### src/rtl/rx_iq_fifo_if.sv
// Bundles the DDC push side, the parallel-bus read handshake and the status/head outputs of rx_iq_fifo.
// The slave modport belongs to the FIFO. The master modport belongs to the producer/consumer side.
interface rx_iq_fifo_if #(
    parameter int DEPTH_LOG2 = 4,
    parameter int IQ_WIDTH   = 24
);
    logic signed [IQ_WIDTH-1:0] DDC_RX1_I;
    logic signed [IQ_WIDTH-1:0] DDC_RX1_Q;
    logic signed [IQ_WIDTH-1:0] DDC_RX2_I;
    logic signed [IQ_WIDTH-1:0] DDC_RX2_Q;
    logic                       DDC_valid;
    logic                       IQ_RX_READ_REQ;
    logic                       IQ_RX_READ_CLK;
    logic                       overrun_clear;

    logic signed [IQ_WIDTH-1:0] RX1_I;
    logic signed [IQ_WIDTH-1:0] RX1_Q;
    logic signed [IQ_WIDTH-1:0] RX2_I;
    logic signed [IQ_WIDTH-1:0] RX2_Q;
    logic                       in_empty;
    logic                       iq_overrun;
    logic                       iq_underrun;
    logic [DEPTH_LOG2:0]        fill_level;

    modport master (
        output DDC_RX1_I, DDC_RX1_Q, DDC_RX2_I, DDC_RX2_Q, DDC_valid,
        output IQ_RX_READ_REQ, IQ_RX_READ_CLK, overrun_clear,
        input  RX1_I, RX1_Q, RX2_I, RX2_Q, in_empty, iq_overrun, iq_underrun, fill_level
    );

    modport slave (
        input  DDC_RX1_I, DDC_RX1_Q, DDC_RX2_I, DDC_RX2_Q, DDC_valid,
        input  IQ_RX_READ_REQ, IQ_RX_READ_CLK, overrun_clear,
        output RX1_I, RX1_Q, RX2_I, RX2_Q, in_empty, iq_overrun, iq_underrun, fill_level
    );
endinterface

### src/rtl/rx_iq_fifo.sv
// Show-ahead IQ sample FIFO between the DDC and the STM32 parallel-bus reader, with sticky overrun/underrun flags.
// Optional RX2 storage is enabled by defining RX2_CHANNEL_EN. Otherwise the RX2 outputs are tied to zero.
module rx_iq_fifo #(
    parameter int DEPTH_LOG2 = 4,
    parameter int IQ_WIDTH   = 24
) (
    input  logic         clk_in,
    input  logic         reset_n,
    rx_iq_fifo_if.slave  bus
);
    localparam int DEPTH = 1 << DEPTH_LOG2;
`ifdef RX2_CHANNEL_EN
    localparam int ENTRY_W = 4 * IQ_WIDTH;
`else
    localparam int ENTRY_W = 2 * IQ_WIDTH;
`endif
    localparam logic [DEPTH_LOG2:0]   FULL_CNT = {1'b1, {DEPTH_LOG2{1'b0}}};
    localparam logic [DEPTH_LOG2:0]   CNT_ONE  = (DEPTH_LOG2 + 1)'(1);
    localparam logic [DEPTH_LOG2-1:0] PTR_ONE  = (DEPTH_LOG2)'(1);

    logic [ENTRY_W-1:0]    r_mem [DEPTH];
    logic [DEPTH_LOG2-1:0] r_wr_ptr;
    logic [DEPTH_LOG2-1:0] r_rd_ptr;
    logic [DEPTH_LOG2:0]   r_count;
    logic                  r_rd_clk_d;
    logic                  r_overrun;
    logic                  r_underrun;

    logic                  w_pop_req;
    logic                  w_empty;
    logic                  w_full;
    logic                  w_push_ok;
    logic                  w_pop_ok;
    logic                  w_overrun_set;
    logic                  w_underrun_set;
    logic [ENTRY_W-1:0]    w_wr_entry;
    logic [ENTRY_W-1:0]    w_head;

    // A pop is the rising edge of the consumer read clock while its request is held.
    assign w_pop_req = bus.IQ_RX_READ_CLK & ~r_rd_clk_d & bus.IQ_RX_READ_REQ;
    assign w_empty   = (r_count == '0);
    assign w_full    = (r_count == FULL_CNT);

    // A full FIFO still accepts a push when the head leaves on the same edge.
    assign w_push_ok      = bus.DDC_valid & (~w_full | w_pop_req);
    assign w_pop_ok       = w_pop_req & ~w_empty;
    assign w_overrun_set  = bus.DDC_valid & ~w_push_ok;
    assign w_underrun_set = w_pop_req & w_empty;

`ifdef RX2_CHANNEL_EN
    assign w_wr_entry = {bus.DDC_RX2_Q, bus.DDC_RX2_I, bus.DDC_RX1_Q, bus.DDC_RX1_I};
`else
    logic w_unused_rx2;
    assign w_unused_rx2 = ^{bus.DDC_RX2_Q, bus.DDC_RX2_I};
    assign w_wr_entry   = {bus.DDC_RX1_Q, bus.DDC_RX1_I};
`endif

    // NOTE: storage has no reset; validity is tracked by the count, so stale words are never presented.
    always_ff @(posedge clk_in) begin
        if (w_push_ok) begin
            r_mem[r_wr_ptr] <= w_wr_entry;
        end
    end

    // NOTE: all state below updates with non-blocking assignments so every flop sees pre-edge values.
    always_ff @(posedge clk_in or negedge reset_n) begin
        if (!reset_n) begin
            r_wr_ptr   <= '0;
            r_rd_ptr   <= '0;
            r_count    <= '0;
            r_rd_clk_d <= 1'b0;
            r_overrun  <= 1'b0;
            r_underrun <= 1'b0;
        end else begin
            r_rd_clk_d <= bus.IQ_RX_READ_CLK;
            if (w_push_ok) begin
                r_wr_ptr <= r_wr_ptr + PTR_ONE;
            end
            if (w_pop_ok) begin
                r_rd_ptr <= r_rd_ptr + PTR_ONE;
            end
            if (w_push_ok && !w_pop_ok) begin
                r_count <= r_count + CNT_ONE;
            end else if (!w_push_ok && w_pop_ok) begin
                r_count <= r_count - CNT_ONE;
            end
            // Set wins over a clear arriving on the same edge.
            r_overrun  <= w_overrun_set  | (r_overrun  & ~bus.overrun_clear);
            r_underrun <= w_underrun_set | (r_underrun & ~bus.overrun_clear);
        end
    end

    assign w_head = w_empty ? '0 : r_mem[r_rd_ptr];

    assign bus.RX1_I = w_head[IQ_WIDTH-1:0];
    assign bus.RX1_Q = w_head[2*IQ_WIDTH-1:IQ_WIDTH];
`ifdef RX2_CHANNEL_EN
    assign bus.RX2_I = w_head[3*IQ_WIDTH-1:2*IQ_WIDTH];
    assign bus.RX2_Q = w_head[4*IQ_WIDTH-1:3*IQ_WIDTH];
`else
    assign bus.RX2_I = '0;
    assign bus.RX2_Q = '0;
`endif

    assign bus.in_empty    = w_empty;
    assign bus.fill_level  = r_count;
    assign bus.iq_overrun  = r_overrun;
    assign bus.iq_underrun = r_underrun;
endmodule
### src/flat_wrapper.sv
// flat-port wrapper written by rule: the top's interface ports become plain ports
module rx_iq_fifo_flat 
#(
    parameter int DEPTH_LOG2 = 4,
    parameter int IQ_WIDTH   = 24
)
  (clk_in, reset_n, bus_DDC_RX1_I, bus_DDC_RX1_Q, bus_DDC_RX2_I, bus_DDC_RX2_Q, bus_DDC_valid, bus_IQ_RX_READ_REQ, bus_IQ_RX_READ_CLK, bus_overrun_clear, bus_RX1_I, bus_RX1_Q, bus_RX2_I, bus_RX2_Q, bus_in_empty, bus_iq_overrun, bus_iq_underrun, bus_fill_level);
  rx_iq_fifo_if #(.DEPTH_LOG2(DEPTH_LOG2), .IQ_WIDTH(IQ_WIDTH)) bus_i ();
  input  logic clk_in;
  input  logic reset_n;
  input wire logic [$bits(bus_i.DDC_RX1_I)-1:0] bus_DDC_RX1_I;
  input wire logic [$bits(bus_i.DDC_RX1_Q)-1:0] bus_DDC_RX1_Q;
  input wire logic [$bits(bus_i.DDC_RX2_I)-1:0] bus_DDC_RX2_I;
  input wire logic [$bits(bus_i.DDC_RX2_Q)-1:0] bus_DDC_RX2_Q;
  input wire logic [$bits(bus_i.DDC_valid)-1:0] bus_DDC_valid;
  input wire logic [$bits(bus_i.IQ_RX_READ_REQ)-1:0] bus_IQ_RX_READ_REQ;
  input wire logic [$bits(bus_i.IQ_RX_READ_CLK)-1:0] bus_IQ_RX_READ_CLK;
  input wire logic [$bits(bus_i.overrun_clear)-1:0] bus_overrun_clear;
  output wire logic [$bits(bus_i.RX1_I)-1:0] bus_RX1_I;
  output wire logic [$bits(bus_i.RX1_Q)-1:0] bus_RX1_Q;
  output wire logic [$bits(bus_i.RX2_I)-1:0] bus_RX2_I;
  output wire logic [$bits(bus_i.RX2_Q)-1:0] bus_RX2_Q;
  output wire logic [$bits(bus_i.in_empty)-1:0] bus_in_empty;
  output wire logic [$bits(bus_i.iq_overrun)-1:0] bus_iq_overrun;
  output wire logic [$bits(bus_i.iq_underrun)-1:0] bus_iq_underrun;
  output wire logic [$bits(bus_i.fill_level)-1:0] bus_fill_level;
  assign bus_i.DDC_RX1_I = bus_DDC_RX1_I;
  assign bus_i.DDC_RX1_Q = bus_DDC_RX1_Q;
  assign bus_i.DDC_RX2_I = bus_DDC_RX2_I;
  assign bus_i.DDC_RX2_Q = bus_DDC_RX2_Q;
  assign bus_i.DDC_valid = bus_DDC_valid;
  assign bus_i.IQ_RX_READ_REQ = bus_IQ_RX_READ_REQ;
  assign bus_i.IQ_RX_READ_CLK = bus_IQ_RX_READ_CLK;
  assign bus_i.overrun_clear = bus_overrun_clear;
  assign bus_RX1_I = bus_i.RX1_I;
  assign bus_RX1_Q = bus_i.RX1_Q;
  assign bus_RX2_I = bus_i.RX2_I;
  assign bus_RX2_Q = bus_i.RX2_Q;
  assign bus_in_empty = bus_i.in_empty;
  assign bus_iq_overrun = bus_i.iq_overrun;
  assign bus_iq_underrun = bus_i.iq_underrun;
  assign bus_fill_level = bus_i.fill_level;
  rx_iq_fifo #(.DEPTH_LOG2(DEPTH_LOG2), .IQ_WIDTH(IQ_WIDTH)) u_core (.clk_in(clk_in), .reset_n(reset_n), .bus(bus_i));
endmodule
### config.mk
export PLATFORM = sky130hd
export DESIGN_NAME = rx_iq_fifo_flat
export DESIGN_NICKNAME = d
export VERILOG_FILES = /design/src/rtl/rx_iq_fifo_if.sv /design/src/rtl/rx_iq_fifo.sv /design/src/flat_wrapper.sv
export SDC_FILE = /design/constraint.sdc
export NUM_CORES = 1
export LEC_CHECK = 0
export CORE_MARGIN = 1.5
export CORE_UTILIZATION = 60
export CTS_BUF_LIST = sky130_fd_sc_hd__clkbuf_2 sky130_fd_sc_hd__clkbuf_4 sky130_fd_sc_hd__clkbuf_8
export CTS_CLUSTER_DIAMETER = 60
export DETAILED_ROUTE_END_ITERATION = 10
export GPL_ROUTABILITY_DRIVEN = 0
export PLACE_DENSITY = 0.87
export SETUP_SLACK_MARGIN = 0.2
export SYNTH_ARGS = -nofsm -noshare
export SYNTH_HDL_FRONTEND = slang
export SYNTH_SLANG_ARGS = --single-unit
### constraint.sdc
create_clock -name clk_in -period 10.6 [get_ports clk_in]
set_input_delay 2.12 -clock clk_in [delete_from_list [all_inputs] [get_ports clk_in]]
set_output_delay 2.12 -clock clk_in [all_outputs]
set_load 0.02 [all_outputs]
* Word level (Yosys, flattened, before mapping) *
Memories as Yosys holds them, arrays and structs flattened.
Cells that the tools add are included.

cells by class
  $add $sub $neg = 4
  equal/unequal tests = 1
  muxes and demuxes = 5
  bitwise operators = 16
  reduce and logical (&&, ||, !) cells = 6

operators by type and width
  cell                                                                count
  48-bit two-way mux                                                  1
  5-bit two-way mux                                                   2
  4-bit by 1-bit adder with 4-bit output, second input constant       2
  1-bit bitwise AND                                                   8
  5-bit by 1-bit adder with 5-bit output, second input constant       1
  5-bit == test, second input constant                                1
  5-bit zero test                                                     1
  1-bit NOT                                                           5
  5-bit by 1-bit subtractor with 5-bit output, second input constant  1
  1-bit bitwise OR                                                    3
  1-bit logical AND                                                   2
  1-bit zero test                                                     2
  1-bit two-way mux                                                   2
  2-bit nonzero test                                                  1

storage, ports and cells
  bits in registers = 16
  bits in writable memories = 768
  input port bits = 102
  output and inout bits = 104
  logic and storage cells = 39
  memories kept = 1

memory list
  memory        words  bits a word  read ports  clocked after Yosys merged registers in  write ports  RTL line          text
  u_core.r_mem  16     48           1           0                                        1            rx_iq_fifo.sv:21  logic [ENTRY_W-1:0] r_mem [DEPTH];

* Logic depth before layout (Yosys ltp) *
Gate-level depths: netlist (run 1).

  depth in word-level cells = 9
  mapped depth = 10
  depth with buffers taken out = 10

* Worst setup path before layout (run 1) *
No wires, ideal clock.

  kind = input-to-reg
  start = in bus_IQ_RX_READ_REQ
  end = mem u_core.r_mem[5][0] in the netlist's numbering (enable)
  data arrival time = 5789 ps
  required time = 10087 ps
  path slack = 4298 ps
  stages = 3
  buffers on the path = 0
  cell sequence = and3b_1 -> o31ai_4 -> nor3_1

between the ends
  word-level cells in the longest chain between the ends = 5

RTL lines
  item                                     RTL line            text
  start: declaration                       flat_wrapper.sv:16  input wire logic [$bits(bus_i.IQ_RX_READ_REQ)-1:0] bus_IQ_RX_READ_REQ;
  1-bit bitwise AND                        rx_iq_fifo.sv:40    assign w_pop_req = bus.IQ_RX_READ_CLK & ~r_rd_clk_d & bus.IQ_RX_READ_REQ;
  1-bit bitwise OR                         rx_iq_fifo.sv:45    assign w_push_ok = bus.DDC_valid & (~w_full | w_pop_req);
  1-bit bitwise AND                        rx_iq_fifo.sv:45
  1-bit two-way mux                        rx_iq_fifo.sv:60    if (w_push_ok) begin
  1-bit two-way mux (implied by the code)  rx_iq_fifo.sv:61    r_mem[r_wr_ptr] <= w_wr_entry;
  end: declaration                         rx_iq_fifo.sv:21

No other way between the ends.

* Final worst setup path (run 1) *
  start = reg u_core.r_rd_ptr[1]
  end = out bus_RX1_Q[20]

between the ends
  word-level cells in the longest chain between the ends = 2

RTL lines
  item                      RTL line            text
  start: declaration        rx_iq_fifo.sv:23    logic [DEPTH_LOG2-1:0] r_rd_ptr;
  start signal: assignment  rx_iq_fifo.sv:80    r_rd_ptr <= r_rd_ptr + PTR_ONE;
  memory 16 x 48 bit        -
  48-bit two-way mux        rx_iq_fifo.sv:93    assign w_head = w_empty ? '0 : r_mem[r_rd_ptr];
  end: declaration          flat_wrapper.sv:20  output wire logic [$bits(bus_i.RX1_Q)-1:0] bus_RX1_Q;

No other way between the ends.

==> results of run 1 <==
[power groups by stage]
| stage | combinational, mW | sequential [mW] | clock (mW) |
|---|---|---|---|
| after global placement | 2.93 | 4.02 | 0 |
| final | 2.98 | 4.00 | 2.26 |
| after CTS | 3.02 | 3.99 | 2.30 |
| after detailed placement | 3.00 | 4.06 | 0 |
| after floorplan | 2.17 | 3.87 | 0 |
| after global routing | 3.17 | 4.02 | 2.42 |
[final cells by class]
type	instances	share of cell area, %
sequential	784	68.2
multi-input combinational	511	19.3
clock buffer	149	5.34
timing repair buffer	134	3.75
tap	672	2.44
clock inverter	58	0.926
inverter	12	0.138
antenna	1	0.00726
[stage by stage]
step	instance area [um2]	hold slack [ps]	worst slack, ps	cells
floorplan	30900	558	4300	1433
global placement	32300	528	4630	2113
detailed placement	32300	535	4600	2113
CTS	34400	544	3830	2320
global route	34400	575	3500	2320
finish	34400	535	3940	2321
[layer usage]
metal,vias up,share of wire [%]
li1,6090,-
met1,7590,38
met2,860,50
met3,124,9.1
met4,8,2.6
met5,-,0.093
[logic make-up (layout without fill, tap and decap cells)]
group / after synthesis / after routing / share of synthesized area, %
DFF: 784 / 784 / 76.4
muxes: 250 / 250 / 16.0
buffers and inverters: 138 / 353 / 2.71
AOI/OAI and AO/OA: 110 / 110 / 2.55
and+or+nand+nor: 84 / 84 / 1.58
adders and majority gates: 10 / 10 / 0.432
xor gates and xnor gates: 9 / 9 / 0.257
other: 1 / 49 / 0.0122
[flip-flops by register name (all words and copies together), names as in the netlist]
name,flops
u_core.bus.fill_level,5
u_core.bus.iq_overrun,1
u_core.bus.iq_underrun,1
u_core.r_mem,768
u_core.r_rd_clk_d,1
u_core.r_rd_ptr,4
u_core.r_wr_ptr,4
[worst max-delay path: stages (launching register included)]
cell and delay [ps]:
dfrtp_4 910, buf_4 870, mux4_2 380, nor2b_1 160, a211oi_1 70, a211oi_1 660
clkdlybuf4s50_1 730
[path summary, 6_finish.rpt]
kind	from	end	slack, ps	depth (start not counted)
worst max-delay path	u_core.r_rd_ptr[1]	bus_RX1_Q[20]	3940	6
worst min-delay path	u_core.bus.iq_underrun	u_core.bus.iq_underrun	540	2
worst max register to register	u_core.bus.fill_level[1]	u_core.bus.fill_level[4]	7050	10
worst min register to register	u_core.bus.iq_underrun	u_core.bus.iq_underrun	540	2
max in group asynchronous	reset_n	u_core.r_rd_ptr[2]	8140	1
min in group asynchronous	reset_n	u_core.bus.fill_level[0]	1870	1
[cells in the mapped netlist (2+ instances only)]
cell type,number
mux2_2,11
buf_6,7
nand3_1,7
inv_1,11
ha_1,9
o21ai_1,9
clkbuf_1,31
a211oi_1,76
a21oi_1,11
buf_1,8
nor2b_1,40
nor2_1,6
nand2_1,10
and2_1,4
dfrtp_1,16
o21ai_0,5
nor3_1,4
mux2i_1,47
buf_2,17
xnor2_1,6
and3_1,4
edfxtp_1,768
mux4_2,192
xor2_1,3
buf_4,61
nand4_1,3
clkbuf_4,2
o2111ai_1,3
==> key figures, run 1 <==
Timing
  – Rel. slew slack: about 22%
  – Final setup viols: 0
  – Fmax: roughly 0.15 GHz
  – Least-Margin Pin Slew: roughly 1200 ps
  – Clk_skew: 39.5 ps
  – Minimum clock period: 6660 ps
  – Setup TNS: 0 ps
  – Final Slew Violations: 0
  – Final worst path period share: 62.9%
  – Final hold vios: 0
  – RSZ-0062 raised after global routing: false

Global routing
  – Grt met2 use: ~40%
  – Global-route wire length before repair: just over 90000 um
  – Met1 Usage GRT: between 30% and 40%
  – Total track usage: ~24%
  – Initial antenna violation count: 5
  – Met3 Use GR: under 10%
  – Vias in the first global route: between 15000 and 20000
  – Gr busiest metal: met2
  – GRT Residual Overflow: 0
  – Largest net degree at the start of global routing: about 100

Synthesis
  – Prevailing post-synth register cell: edfxtp_1
  – Syn Inst Count: approximately 1400
  – Syn Area/Cell: 22.1 um2
  – Synth cell types: 43
  – Area of the mapped netlist: roughly 0.031 mm2
  – Area leader, netlist: edfxtp_1
  – Post-synth top area share: about 75%
  – Number of synthesized flops with an enable pin: about 770
  – FF+latch count, synth: 784
  – Synth top area cells: edfxtp_1 (75%), mux4_2 (14%), a211oi_1 (1.9%)
  – Async set or reset register ratio after synthesis: 2.04%
  – Yosys Warn Count: 0
  – Register area share after synthesis: approximately 76%

Clock tree
  – CTS tree: built
  – Reg clk slew, reported paths: approximately 60 ps
  – CTS Hold Buffers Added: 0
  – CTS H-tree depth: 3
  – Post-CTS Repair Setup Buffers: 0
  – Post-CTS resize count: 0
  – Clock Path Buffers: 3
  – Total clock sinks: roughly 780
  – CTS Buf Count: 114
  – Worst skew pair latency: between 700 and 800 ps
  – Clk root buf: clkbuf_8

Pwr
  – Internal power: 6.34 mW
  – Peak VDD IR: ~240 uV
  – Switch share: a little under a third
  – Pwr/cell area: roughly 270 mW/mm2
  – Flop pwr share: between 40% and 50%
  – LEAKAGE: roughly 11 nW
  – Switching power: just under 3 mW
  – Comb pwr share: between 30% and 40%
  – Clock power frac: 24.5%
  – Power, Total: just over 9 mW

Drt
  – Vias per inst: around 6.3
  – Post-Route WL: roughly 62000 um
  – Routed len/inst: between 20 and 30 um
  – DRC: 0
  – Iteration-0 DRC Markers: between 1500 and 2000
  – Vias: ~15000
  – DRT Pass-1 Iters: 5
  – Final ANT Viol Nets: 0

Worst setup path
  – Critical Path RT: 8480 ps
  – CP Max Fanout: slightly above 60
  – Startpoint Class: register
  – Crit path DAT: roughly 4500 ps
  – Worst setup path class: reg2out
  – Critical Path End Type: primary output

Layout
  – Most frequent cells in the layout: edfxtp_1 (768), mux4_2 (192), clkbuf_8 (115), clkdlybuf4s50_1 (109), a211oi_1 (76)
  – Final core occ: between 60 and 70%
  – Fill cell count: 2869
  – Leading cell type in the layout, fill and taps excluded: edfxtp_1
  – Multi-input logic area: 0.00663 mm2
  – Area Overhead vs Synth: 12.2%
  – Final nets: 1669
  – Register Area: 0.0235 mm2
  – Layout cells sized above 1: about 26%

Die
  – Core ar.: between 0.05 and 0.06 mm2
  – Die area: about 0.053 mm2
  – Die width: around 230 um
  – Starting Density: 61.1%
  – Ports: 206
  – Die height: about 230 um
  – Row count: between 80 and 90

Placed design
  – Port Buf Inserts: approximately 110
  – DP HPWL: 31400 um

Flow run
  – Maxcap violations: 0

Hold path
  – HP Class: reg2reg

Outcome
  – Status: finished clean
Power figures use the tool's default switching activity.
==> inputs of run 2 (changes only) <==
Clock period 10.6 ns to 6.3 ns, I/O delays scaled along.
==> run 2 against run 1 <==
Effect of this change:
- routed wire length is 0.88% higher
- critical path type unchanged
- highest routed layer unchanged
- largest power group unchanged
- combinational power is 70% higher
- count of clock-buffer cells in the layout is 4 higher
- non-clock buffer count is 9 higher
- first-iteration DRC count is 23% higher
- design area is 0.37% higher
==> key figures, run 2 (same netlist as run 1, synthesis figures left out) <==
Layout
  – Fill cell count: ~2900
  – Multi-input logic area: ~0.0066 mm2
  – Final nets: 1679
  – Layout cells sized above 1: a little over a quarter
  – Largest register FFs: 768
  – Biggest register: u_core.r_mem
  – Register Area: 0.0235 mm2
  – Final std cells w/o fill: 2332
  – Area Overhead vs Synth: 12.7%
  – Leading cell type in the layout, fill and taps excluded: edfxtp_1
  – Most frequent cells in the layout: edfxtp_1 (768), mux4_2 (192), clkbuf_8 (116), clkdlybuf4s50_1 (109), a211oi_1 (76)

Pwr
  – Pwr/cell area: between 400 and 500 mW/mm2
  – LEAKAGE: 11.0 nW
  – Peak VDD IR: around 340 uV

Worst setup path
  – Crit path cell chain: buf_4, mux4_2, nor2b_1, a211oi_1, a211oi_1, clkdlybuf4s50_1
  – CP max-delay cell: dfrtp_4
  – CP max stage delay: 990 ps
  – Startpoint Class: register
  – Critical Path End Type: primary output
  – CP top delay family: buffers and inverters
  – Cell mode on critical path: a211oi_1
  – Crit path DAT: ~3900 ps
  – Worst setup path class: reg2out
  – Critical Path RT: between 5000 and 6000 ps
  – Worst path bufs/invs: 2
  – CP Max Fanout: 40

Global routing
  – Met1 Usage GRT: 32.9%
  – Global-route wire length before repair: ~93000 um
  – Largest net degree at the start of global routing: 80
  – Total track usage: about a quarter
  – GRT Residual Overflow: 0
  – Met3 Use GR: between 4 and 5%
  – Grt met2 use: about 40%
  – Gr busiest metal: met2
  – Initial antenna violation count: 7
  – Vias in the first global route: between 15000 and 20000

Clock tree
  – Post-CTS Repair Setup Buffers: 0
  – Worst skew pair latency: approximately 720 ps
  – Post-CTS resize count: 0
  – CTS tree: built
  – CTS H-tree depth: 3
  – Clock Path Buffers: 3
  – CTS Hold Buffers Added: 0
  – Total clock sinks: 784
  – CTS Buf Count: ~120
  – Clk root buf: clkbuf_8
  – Reg clk slew, reported paths: ~60 ps

Timing
  – Setup TNS: 0 ps
  – Final Slew Violations: 0
  – Final setup viols: 0
  – Least-Margin Pin Slew: around 1000 ps
  – Final hold vios: 0
  – RSZ-0062 raised after global routing: false
  – Rel. slew slack: between 30% and 40%
  – Clk_skew: around 45 ps
  – Final worst path period share: 82.4%
  – Fmax: between 0.15 and 0.2 GHz
  – Minimum clock period: slightly above 5000 ps

Die
  – Die width: roughly 230 um
  – Ports: just over 200
  – Starting Density: roughly three fifths
  – Row count: approximately 80
  – Die height: roughly 230 um
  – Die area: ~0.053 mm2
  – Core ar.: a little over 0.05 mm2

Placed design
  – Port Buf Inserts: 109
  – DP HPWL: 32900 um
  – Placed insts: roughly 2100

Drt
  – Vias per inst: 6.29
  – Final ANT Viol Nets: 0
  – Vias: around 15000
  – DRC: 0
  – Iteration-0 DRC Markers: 1844
  – DRT Pass-1 Iters: 9
  – Routed len/inst: about 27 um
  – Post-Route WL: about 63000 um

Flow run
  – Maxcap violations: 0

Hold path
  – HP Class: reg2reg

Outcome
  – Status: finished clean
## run 2: changes by cell type in the layout (fill, tap and decap cells not counted), moves of 2 or more
cell | previous run | this run
buf_12 | 1 | 6
clkinv_2 | 15 | 12
buf_4 | 24 | 28
clkinv_1 | 34 | 32
clkbuf_4 | 34 | 37
diode_2 | 1 | 4
## run 2: metal layers
layer	up-vias	part of all wire, %
met3	108	7.4
met5	-	0.057
li1	6095	-
met2	814	51
met4	6	2.5
met1	7645	39
## run 2: final cells by class
cell class | count | share of cell area, %
Tap cell | 672 | 2.43
Antenna cell | 4 | 0.0289
Multi-Input combinational cell | 511 | 19.2
Clock inverter | 53 | 0.792
Clock buffer | 153 | 5.42
Inverter | 12 | 0.138
Timing Repair Buffer | 143 | 4.11
Sequential cell | 784 | 67.9
## run 2: worst reg2reg max path, cell delays in order, from the launching register on
cell and delay (ps):
dfrtp_1 440, or4_4 570, o31ai_4 820, inv_4 140, ha_1 310, inv_1 140, ha_1 280, nor2b_1 160
o21a_1 200, o2111ai_1 210, o311ai_0 160
## run 2: final timing paths
check / from / end / cells past startpoint / slack [ps]
max: u_core.r_rd_ptr[0] / bus_RX1_Q[15] / 6 / 1110
min: u_core.bus.iq_overrun / u_core.bus.iq_overrun / 2 / 540
max reg2reg: u_core.bus.fill_level[1] / u_core.bus.fill_level[4] / 10 / 2730
min reg2reg: u_core.bus.iq_overrun / u_core.bus.iq_overrun / 2 / 540
max in group asynchronous: reset_n / u_core.r_rd_ptr[3] / 1 / 4770
min in group asynchronous: reset_n / u_core.r_wr_ptr[1] / 1 / 980
## run 2: power by group
group / internal (mW) / leakage, nW / switching, mW
Sequential: 6.29 / 7.13 / 0.484
Combinational: 2.46 / 2.76 / 2.60
Clock: 1.97 / 1.13 / 1.84
## run 2: per-stage QoR
stage	util, %	power, mW	hold slack, ps	setup slack, ps	cell area (um2)
2_1_floorplan	-	10.2	558	858	30900
3_3_place_gp	64.5	11.8	526	1860	32400
3_5_place_dp	64.5	12.0	539	1800	32400
4_1_cts	68.8	15.7	551	1000	34600
5_1_grt	68.8	16.3	590	887	34600
6_report	68.8	15.6	543	1110	34600
